## config.mk

```make
export PLATFORM = sky130hd
export DESIGN_NAME = lpddr_port_arbiter
export DESIGN_NICKNAME = d
export VERILOG_FILES = /design/src/rtl/lpddr_arb_pkg.sv /design/src/rtl/arb_pend_fifo.sv /design/src/rtl/lpddr_port_arbiter.sv
export SDC_FILE = /design/constraint.sdc
export NUM_CORES = 1
export LEC_CHECK = 0
export ABC_AREA = 1
export BUFFER_PORTS_ARGS = -buffer_cell sky130_fd_sc_hd__buf_2
export CAP_MARGIN = 20
export CORE_ASPECT_RATIO = 0.7
export CORE_UTILIZATION = 36
export DETAILED_ROUTE_END_ITERATION = 6
export PLACE_DENSITY_LB_ADDON = 0.12
export SKIP_CTS_REPAIR_TIMING = 1
export SLEW_MARGIN = 10
export SYNTH_ARGS = -nofsm -noshare
export SYNTH_HDL_FRONTEND = slang
export SYNTH_SLANG_ARGS = --single-unit
```

## constraint.sdc

```tcl
create_clock -name clk_clk -period 5.3 [get_ports clk_clk]
set_input_delay 1.325 -clock clk_clk [delete_from_list [all_inputs] [get_ports clk_clk]]
set_output_delay 1.325 -clock clk_clk [all_outputs]
set_load 0.01 [all_outputs]
```

## src/rtl/lpddr_arb_pkg.sv

```systemverilog
// Shared types for the LPDDR port arbiter: FSM states and the read-ownership entry.
package lpddr_arb_pkg;

    localparam int unsigned ARB_NUM_CH  = 2;
    localparam int unsigned ARB_BURST_W = 5;
    localparam int unsigned CH_W        = (ARB_NUM_CH > 1) ? $clog2(ARB_NUM_CH) : 1;

    typedef enum logic [1:0] {
        StIdle,
        StCmd,
        StWburst
    } arb_state_e;

    // One outstanding read burst: owning channel and its beat count (always >= 1).
    typedef struct packed {
        logic [CH_W-1:0]        id;
        logic [ARB_BURST_W-1:0] beats;
    } pend_entry_t;

endpackage

```

## src/rtl/arb_pend_fifo.sv

```systemverilog
// Synchronous FIFO of pending read bursts; push and pop may occur in the same cycle.
module arb_pend_fifo
    import lpddr_arb_pkg::*;
#(
    parameter int unsigned DEPTH = 8
) (
    input  logic        clk,
    input  logic        rst_n,
    input  logic        push,
    input  pend_entry_t push_data,
    input  logic        pop,
    output pend_entry_t head,
    output logic        full,
    output logic        empty
);

    localparam int unsigned PTR_W = $clog2(DEPTH);

    pend_entry_t      mem_q [DEPTH];
    logic [PTR_W-1:0] wr_ptr_q, rd_ptr_q;
    logic [PTR_W:0]   count_q;
    logic             do_push, do_pop;

    assign full    = (count_q == (PTR_W + 1)'(DEPTH));
    assign empty   = (count_q == '0);
    // A push into a full FIFO is still safe when the head is leaving this cycle.
    assign do_push = push & (~full | pop);
    assign do_pop  = pop & ~empty;
    assign head    = mem_q[rd_ptr_q];

    always_ff @(posedge clk) begin
        if (do_push) begin
            mem_q[wr_ptr_q] <= push_data;
        end
    end

    always_ff @(posedge clk or negedge rst_n) begin
        if (!rst_n) begin
            wr_ptr_q <= '0;
            rd_ptr_q <= '0;
            count_q  <= '0;
        end else begin
            if (do_push) wr_ptr_q <= wr_ptr_q + 1'b1;
            if (do_pop)  rd_ptr_q <= rd_ptr_q + 1'b1;
            if (do_push && !do_pop)      count_q <= count_q + 1'b1;
            else if (do_pop && !do_push) count_q <= count_q - 1'b1;
        end
    end

endmodule

```

## src/rtl/lpddr_port_arbiter.sv

```systemverilog
// Round-robin Avalon-MM arbiter with write-burst locking and read-return routing.
module lpddr_port_arbiter
    import lpddr_arb_pkg::*;
#(
    parameter int unsigned NUM_CH     = ARB_NUM_CH,
    parameter int unsigned DATA_W     = 32,
    parameter int unsigned ADDR_W     = 26,
    parameter int unsigned BURST_W    = ARB_BURST_W,
    parameter int unsigned PEND_DEPTH = 8
) (
    input  logic                      clk_clk,
    input  logic                      reset_reset_n,
    input  logic [NUM_CH*ADDR_W-1:0]  ch_address,
    input  logic [NUM_CH-1:0]         ch_read,
    input  logic [NUM_CH-1:0]         ch_write,
    input  logic [NUM_CH*DATA_W-1:0]  ch_writedata,
    input  logic [NUM_CH*BURST_W-1:0] ch_burstcount,
    output logic [NUM_CH-1:0]         ch_waitrequest,
    output logic [DATA_W-1:0]         ch_readdata,
    output logic [NUM_CH-1:0]         ch_readdatavalid,
    output logic [ADDR_W-1:0]         mem_address,
    output logic                      mem_read,
    output logic                      mem_write,
    output logic [DATA_W-1:0]         mem_writedata,
    output logic [BURST_W-1:0]        mem_burstcount,
    input  logic                      mem_waitrequest,
    input  logic [DATA_W-1:0]         mem_readdata,
    input  logic                      mem_readdatavalid,
    output logic                      err_orphan
);

    arb_state_e       state_q, state_d;
    logic [CH_W-1:0]  grant_q, grant_d, rr_ptr_q, rr_ptr_d, rr_next, winner, arb_idx;
    logic [BURST_W-1:0] wbeat_q, wbeat_d, rd_beat_q, rd_beat_d;
    logic             err_orphan_q, orphan_set, found;

    logic [ADDR_W-1:0]  addr_a  [NUM_CH];
    logic [DATA_W-1:0]  wdata_a [NUM_CH];
    logic [BURST_W-1:0] bc_a    [NUM_CH];
    logic [NUM_CH-1:0]  eligible;
    logic [BURST_W-1:0] sel_bc, sel_bc_eff;
    logic               sel_read, sel_write;

    pend_entry_t push_entry, fifo_head;
    logic        fifo_push, fifo_pop, fifo_full, fifo_empty;

    always_comb begin
        for (int i = 0; i < NUM_CH; i++) begin
            addr_a[i]  = ch_address[i*ADDR_W +: ADDR_W];
            wdata_a[i] = ch_writedata[i*DATA_W +: DATA_W];
            bc_a[i]    = ch_burstcount[i*BURST_W +: BURST_W];
        end
    end

    assign eligible   = ch_write | (ch_read & {NUM_CH{~fifo_full}});
    assign sel_read   = ch_read[grant_q];
    assign sel_write  = ch_write[grant_q] & ~ch_read[grant_q];
    assign sel_bc     = bc_a[grant_q];
    assign sel_bc_eff = (sel_bc == '0) ? BURST_W'(1) : sel_bc;
    assign rr_next    = (32'(grant_q) == NUM_CH - 1) ? '0 : grant_q + 1'b1;
    assign push_entry = '{id: grant_q, beats: sel_bc_eff};

    // Round-robin scan starting at rr_ptr_q.
    always_comb begin
        found   = 1'b0;
        winner  = rr_ptr_q;
        arb_idx = '0;
        for (int unsigned k = 0; k < NUM_CH; k++) begin
            arb_idx = CH_W'((32'(rr_ptr_q) + k) % NUM_CH);
            if (!found && eligible[arb_idx]) begin
                found  = 1'b1;
                winner = arb_idx;
            end
        end
    end

    always_comb begin
        state_d        = state_q;
        grant_d        = grant_q;
        rr_ptr_d       = rr_ptr_q;
        wbeat_d        = wbeat_q;
        fifo_push      = 1'b0;
        mem_read       = 1'b0;
        mem_write      = 1'b0;
        mem_address    = addr_a[grant_q];
        mem_writedata  = wdata_a[grant_q];
        mem_burstcount = sel_bc_eff;
        ch_waitrequest = '1;
        unique case (state_q)
            StIdle: begin
                if (found) begin
                    grant_d = winner;
                    state_d = StCmd;
                end
            end
            StCmd: begin
                mem_read                = sel_read;
                mem_write               = sel_write;
                ch_waitrequest[grant_q] = mem_waitrequest;
                if (!mem_waitrequest && sel_read) begin
                    fifo_push = 1'b1;
                    rr_ptr_d  = rr_next;
                    state_d   = StIdle;
                end else if (!mem_waitrequest && sel_write) begin
                    if (sel_bc_eff > BURST_W'(1)) begin
                        wbeat_d = sel_bc_eff - 1'b1;
                        state_d = StWburst;
                    end else begin
                        rr_ptr_d = rr_next;
                        state_d  = StIdle;
                    end
                end
            end
            StWburst: begin
                mem_write               = sel_write;
                ch_waitrequest[grant_q] = mem_waitrequest;
                if (sel_write && !mem_waitrequest) begin
                    wbeat_d = wbeat_q - 1'b1;
                    if (wbeat_q == BURST_W'(1)) begin
                        rr_ptr_d = rr_next;
                        state_d  = StIdle;
                    end
                end
            end
            default: state_d = StIdle;
        endcase
    end

    // Return path: route each beat to the head owner, pop on its last beat.
    always_comb begin
        ch_readdatavalid = '0;
        fifo_pop         = 1'b0;
        rd_beat_d        = rd_beat_q;
        orphan_set       = 1'b0;
        if (mem_readdatavalid) begin
            if (fifo_empty) begin
                orphan_set = 1'b1;
            end else begin
                ch_readdatavalid[fifo_head.id] = 1'b1;
                if (rd_beat_q + 1'b1 == fifo_head.beats) begin
                    fifo_pop  = 1'b1;
                    rd_beat_d = '0;
                end else begin
                    rd_beat_d = rd_beat_q + 1'b1;
                end
            end
        end
    end

    assign ch_readdata = mem_readdata;
    assign err_orphan  = err_orphan_q;

    always_ff @(posedge clk_clk or negedge reset_reset_n) begin
        if (!reset_reset_n) begin
            state_q      <= StIdle;
            grant_q      <= '0;
            rr_ptr_q     <= '0;
            wbeat_q      <= '0;
            rd_beat_q    <= '0;
            err_orphan_q <= 1'b0;
        end else begin
            state_q      <= state_d;
            grant_q      <= grant_d;
            rr_ptr_q     <= rr_ptr_d;
            wbeat_q      <= wbeat_d;
            rd_beat_q    <= rd_beat_d;
            err_orphan_q <= err_orphan_q | orphan_set;
        end
    end

    arb_pend_fifo #(
        .DEPTH(PEND_DEPTH)
    ) u_pend_fifo (
        .clk      (clk_clk),
        .rst_n    (reset_reset_n),
        .push     (fifo_push),
        .push_data(push_entry),
        .pop      (fifo_pop),
        .head     (fifo_head),
        .full     (fifo_full),
        .empty    (fifo_empty)
    );

endmodule

```

### Yosys cells after proc, flatten, opt, wreduce, memory -nomap -nowiden

Memory sizes are Yosys's and may differ from the RTL's.
Index checks and enable logic that the tools add are counted.

| operators by class | value |
|---|---|
| $lt $le $gt $ge | 8 |
| reduce and logical (&&, ||, !) cells | 22 |
| multiplexer cells | 61 |
| add/subtract/negate cells | 9 |
| bitwise logic cells | 13 |
| equality and inequality tests | 13 |

Operators by type and width:

| operator | count |
|---|---|
| 2-to-1 mux 32 bit | 3 |
| 2-to-1 mux 26 bit | 3 |
| 2-to-1 mux 5 bit | 9 |
| 2-to-1 mux 1 bit | 30 |
| 2-to-1 mux 2 bit | 9 |
| != test 2 bit, second input constant | 6 |
| case mux 5 bit (2 select lines) | 1 |
| AND reduction 5 bit | 2 |
| subtractor 5 x 1 -> 5 bit, second input constant | 2 |
| < comparator 1 x 2 -> 1 bit, second input constant | 4 |
| 2-to-1 mux 4 bit | 2 |
| logical AND 1 bit | 7 |
| adder 3 x 1 -> 3 bit, second input constant | 2 |
| != test 3 bit, second input constant | 2 |
| case mux 2 bit (3 select lines) | 1 |
| adder 5 x 1 -> 5 bit, second input constant | 1 |
| == test 5 x 1 -> 1 bit, second input constant | 1 |
| == test 5 bit | 1 |
| > comparator 5 x 1 -> 1 bit, second input constant | 1 |
| logical NOT 5 bit | 1 |
| adder 4 x 1 -> 4 bit, second input constant | 1 |
| == test 4 bit, second input constant | 1 |
| logical NOT 1 bit | 4 |
| logical NOT 4 bit | 1 |
| 20 further kinds | 31 |

| word-level totals | value |
|---|---|
| flip-flop bits (word level) | 25 |
| output and inout bits | 102 |
| bits of input ports | 166 |
| memory bits (writable) | 48 |
| memories | 1 |

Memory list:

| memory | words | bits a word | read ports | clocked after Yosys merged registers in | wr ports | line | source |
|---|---|---|---|---|---|---|---|
| u_pend_fifo.mem_q | 8 | 6 | 1 | 0 | 1 | arb_pend_fifo.sv:19 | `pend_entry_t mem_q [DEPTH];` |

### Longest topological paths before layout

| depth | value |
|---|---|
| depth in word-level cells | 12 |
| depth in mapped cells | 24 |

### Modules after synthesis

A second synthesis with hierarchy kept.

| unflattened totals | value |
|---|---|
| cells, all modules | 743 |
| area, all modules | 5,097.4 sq um |

By module, submodules not included:

| module | times used | seq. area each (sq um) | cells each | area each (sq um) |
|---|---|---|---|---|
| arb_pend_fifo | 1 | 1,691.6 | 295 | 2,712.6 |
| lpddr_port_arbiter | 1 | 375.4 | 448 | 2,384.8 |

### Worst setup path before layout

OpenSTA, ideal clock, no wires.

| path | value |
|---|---|
| kind | input-to-output |
| start point | input ch_burstcount[2] |
| end point | output mem_burstcount[0] |
| data required time | 3.975 ns |
| cell stages on the path | 5 |
| path slack | 1.649 ns |
| arrival | 2.326 ns |
| buffers on the path | 0 |
| cell sequence | o21ai_0 -> inv_1 -> nor2_1 -> nand3_1 -> nand2_1 |

| on the way | value |
|---|---|
| longest elaborated chain between the ends | 5 |

RTL lines:

| element | line | source |
|---|---|---|
| start: declaration | lpddr_port_arbiter.sv:17 | `input logic [NUM_CH*BURST_W-1:0] ch_burstcount,` |
| 2-to-1 mux 5 bit (implied by the code) (3 in a row) | lpddr_port_arbiter.sv:58 | `assign sel_bc = bc_a[grant_q];` |
| logical NOT 5 bit | lpddr_port_arbiter.sv:59 | `assign sel_bc_eff = (sel_bc == '0) ? BURST_W'(1) : sel_bc;` |
| 2-to-1 mux 5 bit | lpddr_port_arbiter.sv:59 |  |
| end: declaration | lpddr_port_arbiter.sv:25 | `output logic [BURST_W-1:0] mem_burstcount,` |

No other way between the ends. The select of a mux whose other input is x is not followed.

### Worst setup path after layout

Ends and elaborated chain as after synthesis.

==> summary.txt <==
STA
  • Achievable frequency: 0.239 GHz
  • Setup tns final: 0 ns
  • Final Cycle Share: 78.8%
  • Final hold vios: 0
  • Worst-Margin Slew: 1.06 ns
  • Unrepaired setup endpoints after global routing: false
  • Clock skew: 0.00497 ns
  • Hold slack: 0.486 ns
  • # setup viols final: 0
  • Pins Over Slew Limit: 0
  • Max_slew headroom: 29.7%
  • Post-layout minimum cycle time: 4.18 ns

Yosys
  • Async S/R FF share, synth: 34.2%
  • Sequential area share after synthesis: 43.4%
  • Yosys reg bits: 73
  • Avg Cell Area, Syn: 7.53 um^2
  • Post-synth EDFFs: 48
  • Syn_nets: 812
  • Post-Synthesis Cells: 632
  • Yosys warnings: 0
  • Post-synth top flop: edfxtp_1
  • Mapped cell area: 4760 um^2
  • Post-synth cell types: 38

Pwr
  • Maximum vdd drop: 248 uV
  • PwrDens: 540 nW/um^2
  • Leak: 3.15 nW

Placement
  • Final HPWL from detailed placement: 11.9 mm
  • Placed cell count: 947
  • IO buf count: 203
  • GP Congestion: 0.840

Clock network
  • Clock root cell: clkbuf_16
  • Htree depth: 3
  • Clk slew on worst S/H paths: 0.06 ns
  • Worst-Skew Late Latency: 0.33 ns
  • TritonCTS clock tree: done
  • CTS sink cnt: 73
  • CTS buffer count: 9
  • CTS Buffer Depth: 2

Layout
  • Finished Layout Cells: 964
  • Share of cells above drive strength 1: 29.7%
  • Synth-to-Final Area Change: 24.2%
  • Final net count: 976
  • Commonest non-fill, non-tap cells in the layout: nand2_1, buf_2, inv_1, edfxtp_1, nor2_1
  • Leading cell type in the layout, fill and taps excluded: nand2_1

Floorplanning
  • Die width: 139 um
  • Initial Util: 37.7%
  • Die Footprint: 13700 um^2
  • Core area: 12600 um^2
  • I/O pins: 268
  • Die H: 98.2 um
  • Row count: 34

Global routing
  • Initial antenna violation count: 0
  • Pin count of the biggest net entering global routing: 51
  • GRT overflow: 0
  • First-pass GRT wire length: 22.9 mm
  • Tot GR Track Use: 22.0%
  • Vias in the first global route: 4326

Job
  • Max-cap viol count: 0

Critical path
  • Req. time, crit path: 3.97 ns
  • Critical-path maximum fanout: 11
  • CP Capture Type: output port
  • Type of origin of the critical path: input pin
  • Worst Path Arrival: 2.85 ns
  • Critical path type: in -> out

Route
  • Drt drc: 0
  • Pre-antenna DRT Iters: 5
  • DR iter-0 viols: 286
  • DR vias: 4597
  • Routed WL per cell: 15.5 um
  • Detail Route Antenna Nets: 0
  • Via-per-instance ratio: 4.77
  • DRT Wirelength: 14.9 mm

Hold path
  • Hold Crit Class: reg -> reg

Run status
  • Status: finished, final reports clean
==> per-layer routing <==
layer	global-route usage, %	wire (um)	vias up	part of all wire (%)
met5	0	0	-	0
met4	6.67	353	0	2.4
li1	-	-	2297	-
met2	32.0	6290	194	42
met3	7.50	1160	20	7.8
met1	30.7	7090	2086	48
==> critical path: stages <==
cell and delay, ns:
buf_2 0.10, o21ai_0 0.37, inv_1 0.32, nor2_1 0.25
nand3_1 0.10, nand2_1 0.07, buf_4 0.17, buf_2 0.15
==> cells by family (layout without fill, tap and decap cells) <==
kind of cell | Yosys count | after routing | synth area share [%]
xor+xnor | 12 | 12 | 2.21
fa+ha+maj | 14 | 14 | 3.84
flops | 73 | 73 | 43.4
compound gates | 47 | 47 | 5.47
other cells | 0 | 1 | 0
simple gates | 376 | 376 | 32.6
buf+inv | 109 | 278 | 12.2
mux | 1 | 1 | 0.289
==> flip-flops by register name, summed over array words and instances (netlist names) <==
signal,count
wbeat_q,5
state_q,2
grant_q,1
u_pend_fifo.mem_q,48
rd_beat_q,5
u_pend_fifo.rd_ptr_q,3
rr_ptr_q,1
err_orphan,1
u_pend_fifo.count_q,4
u_pend_fifo.wr_ptr_q,3
==> layout make-up <==
type,instances,area [um^2]
tap,162,203
clock buffer,9,225
multi-input combinational,450,2110
antenna,1,2.50
clock inverter,7,43.8
sequential,73,2070
inverter,56,218
timing repair buffer,206,1040
fill,1281,6720
==> where the power goes <==
part	internal [mW]	switching (mW)
Sequential	0.759	0.164
Clock	0.316	0.233
Combinational	0.605	1.11
Total	1.68	1.51
==> synthesized netlist by cell type (2+ instances only) <==
master / number / share of area (%)
buf_4: 32 / 5.0
xnor2_1: 4 / 0.74
nand2_1: 279 / 22
nand2_2: 2 / 0.26
buf_2: 4 / 0.42
inv_2: 2 / 0.16
nor2_1: 43 / 3.4
o21ai_0: 22 / 2.3
buf_6: 5 / 1.2
edfxtp_1: 48 / 30
dfrtp_1: 25 / 13
inv_1: 52 / 4.1
o21ai_1: 5 / 0.53
a31oi_1: 3 / 0.39
nand3_1: 40 / 4.2
nor2_2: 2 / 0.26
or2_2: 2 / 0.26
xor2_1: 8 / 1.5
nand3_4: 3 / 1.1
clkbuf_1: 11 / 0.87
a21oi_1: 7 / 0.74
ha_1: 13 / 3.4
o22ai_1: 5 / 0.66
==> path summary, 6_finish.rpt <==
kind	start	to	slack [ns]	cells past startpoint
worst min-delay path	err_orphan$_DFF_PN0_	err_orphan$_DFF_PN0_	0.49	1
min in group asynchronous	reset_reset_n	rd_beat_q[2]$_DFFE_PN0P_	1.00	1
worst min register to register	err_orphan$_DFF_PN0_	err_orphan$_DFF_PN0_	0.49	1
worst max register to register	u_pend_fifo.rd_ptr_q[0]$_DFFE_PN0P_	u_pend_fifo.count_q[3]$_DFFE_PN0P_	1.57	21
max in group asynchronous	reset_reset_n	grant_q$_DFFE_PN0P_	3.87	1
worst max-delay path	ch_burstcount[2]	mem_burstcount[0]	1.12	8
==> per-stage QoR <==
step                      setup WS, ns  cell area, um^2  power, mW  utilization, %
final                             1.12             5910       3.19            46.8
after global routing             0.951             5910       3.47            46.8
after CTS                         1.13             5910       3.22            46.8
after detailed placement          1.14             5640       2.66            44.6
after global placement            1.23             5640       2.62            44.6
after floorplan                   1.65             4760       2.09               -
Note: power is estimated with default switching activity, not from simulation.
